**config.mk**
```make
export PLATFORM = sky130hd
export DESIGN_NAME = joypad_multitap
export DESIGN_NICKNAME = d
export VERILOG_FILES = /design/src/rtl/joypad_multitap.sv
export SDC_FILE = /design/constraint.sdc
export NUM_CORES = 1
export LEC_CHECK = 0
export CAP_MARGIN = 20
export CORE_MARGIN = 3
export CORE_UTILIZATION = 38
export DETAILED_ROUTE_END_ITERATION = 8
export PLACE_DENSITY = 0.86
export SYNTH_ARGS = -nofsm -noshare
export SYNTH_HDL_FRONTEND = slang
export SYNTH_SLANG_ARGS = --single-unit
export TNS_END_PERCENT = 20
```
**constraint.sdc**
```tcl
create_clock -name clk -period 5.5 [get_ports clk]
set_input_delay 1.375 -clock clk [delete_from_list [all_inputs] [get_ports clk]]
set_output_delay 1.375 -clock clk [all_outputs]
set_load 0.01 [all_outputs]
```
**src/rtl/joypad_multitap.sv**
```systemverilog
// Console-side joypad port emulation.
// Presents up to five parallel joypad states to the core as the console's
// active-low 4-bit SEL/CLR nibble port. SEL rising edges can step through
// pads when the port acts as a multitap. CLR rising edges toggle the
// 6-button bank of every pad that reports 6-button mode.

package joypad_pkg;

   // One pad's live state, as delivered by the framework HMI struct.
   // The b field is indexed 1..6 to match the button numbering on the pad.
   typedef struct packed {
      logic       mode2;
      logic       mode1;
      logic       run;
      logic       select;
      logic [6:1] b;
      logic       l;
      logic       d;
      logic       r;
      logic       u;
   } joypad_t;

endpackage

module joypad_multitap
   import joypad_pkg::*;
#(
   parameter int NUM_PADS = 5,
   parameter bit MULTITAP = 1'b1
) (
   input  logic                     clk,
   input  logic                     reset,
   input  joypad_t [NUM_PADS-1:0]   pads,
   input  logic                     sel,
   input  logic                     clr,
   output logic [3:0]               d_out,
   output logic [2:0]               pad_idx
);

   // Index value meaning "stepped past the last pad"; the port reads as empty there.
   localparam logic [2:0] LAST_IDX = 3'(NUM_PADS);

   logic                sel_q;
   logic                clr_q;
   logic [NUM_PADS-1:0] bank;

   logic                sel_rise;
   logic                clr_rise;
   joypad_t             cur_pad;
   logic                cur_bank;
   logic                pad_present;
   logic [3:0]          nibble;
   logic [2:0]          idx_next;
   logic [NUM_PADS-1:0] bank_next;
   logic                unused_mode2;

   // Edge detection against the previous-cycle line levels.
   always_comb begin
      sel_rise = sel & ~sel_q;
      clr_rise = clr & ~clr_q;
   end

   // Select the addressed pad and its bank.
   // A compare loop is used so that an index past NUM_PADS never reaches
   // an out-of-range array access; it simply leaves pad_present low.
   always_comb begin
      cur_pad     = '0;
      cur_bank    = 1'b0;
      pad_present = 1'b0;
      for (int i = 0; i < NUM_PADS; i++) begin
         if (pad_idx == 3'(i)) begin
            cur_pad     = pads[i];
            cur_bank    = bank[i];
            pad_present = 1'b1;
         end
      end
   end

   // Build the next nibble from current inputs and the pre-update index/bank.
   // Buttons are active high on the pad side and active low on the console side.
   always_comb begin
      nibble = 4'hF;
      if (clr) begin
         nibble = 4'h0;
      end else if (!pad_present) begin
         nibble = 4'hF;
      end else begin
         case ({cur_bank, sel})
            2'b01:   nibble = ~{cur_pad.l, cur_pad.d, cur_pad.r, cur_pad.u};
            2'b00:   nibble = ~{cur_pad.run, cur_pad.select, cur_pad.b[2], cur_pad.b[1]};
            2'b11:   nibble = 4'h0;
            default: nibble = ~{cur_pad.b[6], cur_pad.b[5], cur_pad.b[4], cur_pad.b[3]};
         endcase
      end
   end

   // Multitap index: CLR restarts the scan and beats a simultaneous SEL edge.
   // The index saturates one past the last pad instead of wrapping.
   always_comb begin
      idx_next = pad_idx;
      if (!MULTITAP) begin
         idx_next = 3'd0;
      end else if (clr) begin
         idx_next = 3'd0;
      end else if (sel_rise && (pad_idx < LAST_IDX)) begin
         idx_next = pad_idx + 3'd1;
      end
   end

   // Bank toggling: only 6-button pads flip on a CLR edge.
   // A pad in 2-button mode is pinned to bank 0 so it never shows the extra buttons.
   always_comb begin
      bank_next = bank;
      for (int i = 0; i < NUM_PADS; i++) begin
         if (!pads[i].mode1) begin
            bank_next[i] = 1'b0;
         end else if (clr_rise) begin
            bank_next[i] = ~bank[i];
         end
      end
   end

   // mode2 is carried in the pad struct but has no effect on this port.
   always_comb begin
      unused_mode2 = 1'b0;
      for (int i = 0; i < NUM_PADS; i++) begin
         unused_mode2 = unused_mode2 ^ pads[i].mode2;
      end
   end

   // State registers with synchronous reset; the output nibble is registered.
   always_ff @(posedge clk) begin
      if (reset) begin
         d_out   <= 4'hF;
         pad_idx <= 3'd0;
         bank    <= '0;
         sel_q   <= 1'b0;
         clr_q   <= 1'b0;
      end else begin
         d_out   <= nibble;
         pad_idx <= idx_next;
         bank    <= bank_next;
         sel_q   <= sel;
         clr_q   <= clr;
      end
   end

endmodule

```
# After elaboration in Yosys (flattened, before gate mapping)
# Index checks and enable logic that the tools add are counted.
[word_totals] regBits=14 in_bits=74 output_inout_bits=7 wordCells=61
[classes] add_sub_neg=1 magnitude_cmp=1 eq_ne=6 n_mux=18 bitwise=17 n_reduce_logical=9
[ops] cell="$mux 12" count=5
[ops] cell="$not 1->1" count=12
[ops] cell="$not 4->4" count=3
[ops] cell="$pmux 4 s3" count=1
[ops] cell="$reduce_or 2->1" count=6
[ops] cell="$mux 1" count=10
[ops] cell="$mux 4" count=2
[ops] cell="$eq 3x2->1 const B" count=2
[ops] cell="$add 3x1->3 const B" count=1
[ops] cell="$eq 3x1->1 const B" count=1
[ops] cell="$eq 3x3->1 const B" count=1
[ops] cell="$logic_not 3->1" count=1
[ops] cell="$lt 3x3->1 const B" count=1
[ops] cell="$and 1x1->1" count=2
[ops] cell="$eq 2x1->1 const B" count=1
[ops] cell="$eq 2x2->1 const B" count=1
[ops] cell="$logic_not 2->1" count=1
[ops] cell="$logic_and 1x1->1" count=1

# Depth between registers and ports, before layout
[depth] word_depth=10 ltp_mapped=9 mapped_depth_nobuf=7

# Worst setup path before layout
# OpenSTA, ideal clock, no wires.
[synth_timing] path_kind="input to register" startpoint="input port pads[7] (netlist bit)" endpoint="register d_out[1]" setup_time_ns=0.081 arrival_time_ns=2.251 required_time_ns=5.419 slack_ns=3.168 cell_stages=5 path_buffers=0 cell_sequence="and3b_1 > a21oi_1 > o21ai_0 > a2111o_1 > a41oi_1"
[synth_via] elab_chain_cells=9
[synth_lines] element="start: declaration" line="33" rtl="input joypad_t [NUM_PADS-1:0] pads,"
[synth_lines] element="$mux 12 (5 in series)" line="71" rtl="if (pad_idx == 3'(i)) begin"
[synth_lines] element="$not 4->4" line="92" rtl="default: nibble = ~{cur_pad.b[6], cur_pad.b[5], cur_pad.b[4], cur_pad.b[3]};"
[synth_lines] element="$pmux 4 s3" line="88" rtl="case ({cur_bank, sel})"
[synth_lines] element="$mux 4" line="85" rtl="end else if (!pad_present) begin"
[synth_lines] element="$mux 4" line="83" rtl="if (clr) begin"
[synth_lines] element="end signal: assignment" line="140" rtl="d_out <= nibble;"
[synth_lines] element="end: declaration" line="36" rtl="output logic [3:0] d_out,"
# No other way between the ends.
# A chain may end at the register's enable or synchronous reset.

# Final worst setup path
[layout_timing] startpoint="register pad_idx[2]" endpoint="output port pad_idx[2]"
[layout_rtl] element="start: declaration" line="37" rtl="output logic [2:0] pad_idx"
[layout_rtl] element="start signal: assignment" line="141" rtl="pad_idx <= idx_next;"
# No word-level cell between the ends.

==> metrics.yaml <==
fp.dieH_um: 61.4
r2r_start: "pad_idx[2]"
leakagePower_nw: 0.677
ys_seq_area_share_pct: 24.0
antenna_found_initial: 0
grt_max_degree: 21
synthTopCellsByArea: "dfxtp_1 24%, nand2_1 6.1%, o2111ai_1 6.0%"
cts_resized: 0
tritoncts: "built"
setup_ws_ps: 2560
ys.warnings.count: 0
combinationalPowerShare_pct: 38.0
fin_crit_ps: 2940
drtIter0Drc: 100
post-cts-setup-buffer-count: 0
dr.pass1.iters: 4
status: "finished, final reports clean"
ys.flop_type: "dfxtp_1"
row_count: 19
place_hpwl_mm: 3.34
critPathMaxStageDelay_ps: 650
tightest_slew_ps: 651
ys_ff_latch: 14
root_buffer: "clkbuf_4"
crit_type: "register to primary output"
layout-drive-gt1-share_pct: 2.73
ys_types: 31
synth_top_area_cell: "dfxtp_1"
nets: 300
gr-usage-all-layers_pct: 22.6
p_clk_share_pct: 25.3
grt_pass1_vias: 1404
critPathMaxFanout: 15
num_vias: 1492
slew_violations: 0
io-pin-count: 81
synth_enable_flop_cells: 0
ant_nets: 0
r2r_cells: 7
synth_top_area_share_pct: 24.0
drc: 0
dieArea_mm2: 0.00377
min_path_type: "register to register"
wl_per_cell_um: 17.1
rsz0062_at_grt: "false"
final-hold-violation-count: 0
syn_area_mm2: 0.00117
drv_cap: 0
cp-start-kind: "register"
seq_power_share_pct: 36.7
critPathBufInv: 1
power.density_mw_per_mm2: 159
slew_headroom_pct: 56.6
core_mm2: 0.00285
crit_cells: 1
hold_buffers: 0
critPathRequiredTime_ps: 4120
power_switching_w: 0.0000858
internal-power_w: 0.000222
io_buffers: 75
synth_commonest_cells: "19 x nand2_1, 14 x dfxtp_1, 13 x nor2_1"
htree_levels: 1
cp.arrival_ps: 1570
setup_viol: 0
chipWidth_um: 61.4
async_flop_share_pct: 0
final_area_mm2: 0.00193
dp_slack_ps: 2600
wl_mm: 4.30
hold-path-cell-count: 2
finalSetupTns_ps: 0
clk_pin_slew_ps: 80
cp_top_family: "buffers and inverters"
ir_drop_uv: 164
finalClockSkew_ps: 14.4
post-route-util_pct: 67.7
clock_latency_ps: 290
path_cells: "clkdlybuf4s50_1"
yosysMostFrequentCell: "nand2_1"
hp-start: "sel_q"
p_sw_share_pct: 27.9
numClockSinks: 14
diodes: 0
vias_per_cell: 5.94
initial_utilization_pct: 40.9
timing.fmax_mhz: 340
clk_path_buf_depth: 2
gr-total-overflow: 0
startpoint: "pad_idx[2]"
gp_congestion: 0.861
area_growth_pct: 65.5
cp_slowest_cell: "clkdlybuf4s50_1"
postPlaceCellArea_mm2: 0.00190
avgSynthCellArea_um2: 7.58
end_kind: "primary output"
syn_inst: 154
cts_buffers: 3
grt_pass1_wl_mm: 6.40
syn-num-nets: 233
post-route-period-util_pct: 53.5
## logic make-up (layout without fill, tap and decap cells)
family	count (synthesis)	after routing	synth area share, %
buf+inv	18	84	6.86
compound gates	53	53	34.4
simple gates	57	57	24.0
mux	1	1	0.857
flops	14	14	24.0
fa+ha+maj	5	5	5.36
xor+xnor	6	6	4.50
## per-layer routing
metal  part of all wire (%)  GRT usage, %
met1                     38          28.6
met2                     52          38.7
met3                    8.8          5.87
met4                   0.88          4.55
met5                      0             0
## metrics by stage
step	power, W	instances	hold WS [ps]
final	0.000308	251	544
after global routing	0.000322	251	569
after CTS	0.000307	251	543
after detailed placement	0.000231	247	522
after global placement	0.000229	247	518
after floorplan	0.000164	154	500
## power by group through the flow
stage          Sequential, W  Combinational (W)  Clock (W)
2_1_floorplan       0.000117          0.0000479          0
6_report            0.000113           0.000117  0.0000781
3_5_place_dp        0.000115           0.000116          0
5_1_grt             0.000114           0.000126  0.0000821
3_3_place_gp        0.000115           0.000113          0
4_1_cts             0.000113           0.000116  0.0000778
## path summary, 6_finish.rpt
kind,endpoint,slack (ps)
setup / recovery,pad_idx[2],2560
hold / removal,pad_idx[2],540
setup reg to reg,d_out[2],2680
hold reg to reg,pad_idx[2],540
## flip-flops by register name, indices dropped and copies added (netlist names)
name	count
clr_q	1
pad_idx	3
sel_q	1
d_out	4
bank	5
## cells in the final DEF, fill, tap and decap left out, types with 2 or more instances in the layout
cell / count
and2_1: 2
o311ai_0: 3
nor2_1: 13
inv_1: 5
clkdlybuf4s50_1: 75
nor3_1: 2
o2111ai_1: 8
o21ai_0: 4
a41oi_1: 4
dfxtp_1: 14
xnor2_1: 6
a21oi_1: 10
nand3_1: 4
o221ai_1: 8
a211oi_1: 9
nand2_1: 19
nor3b_1: 5
nor2b_1: 5
or3_1: 3
a221oi_1: 4
clkbuf_4: 3
ha_1: 5
## final cells by class
type / count / area, µm²
Fill cell: 258 / 921
Inverter: 5 / 18.8
Tap cell: 31 / 38.8
Timing Repair Buffer: 75 / 751
Multi-Input combinational cell: 122 / 807
Clock buffer: 4 / 36.3
Sequential cell: 14 / 280
(Power assumes the default switching activity.)
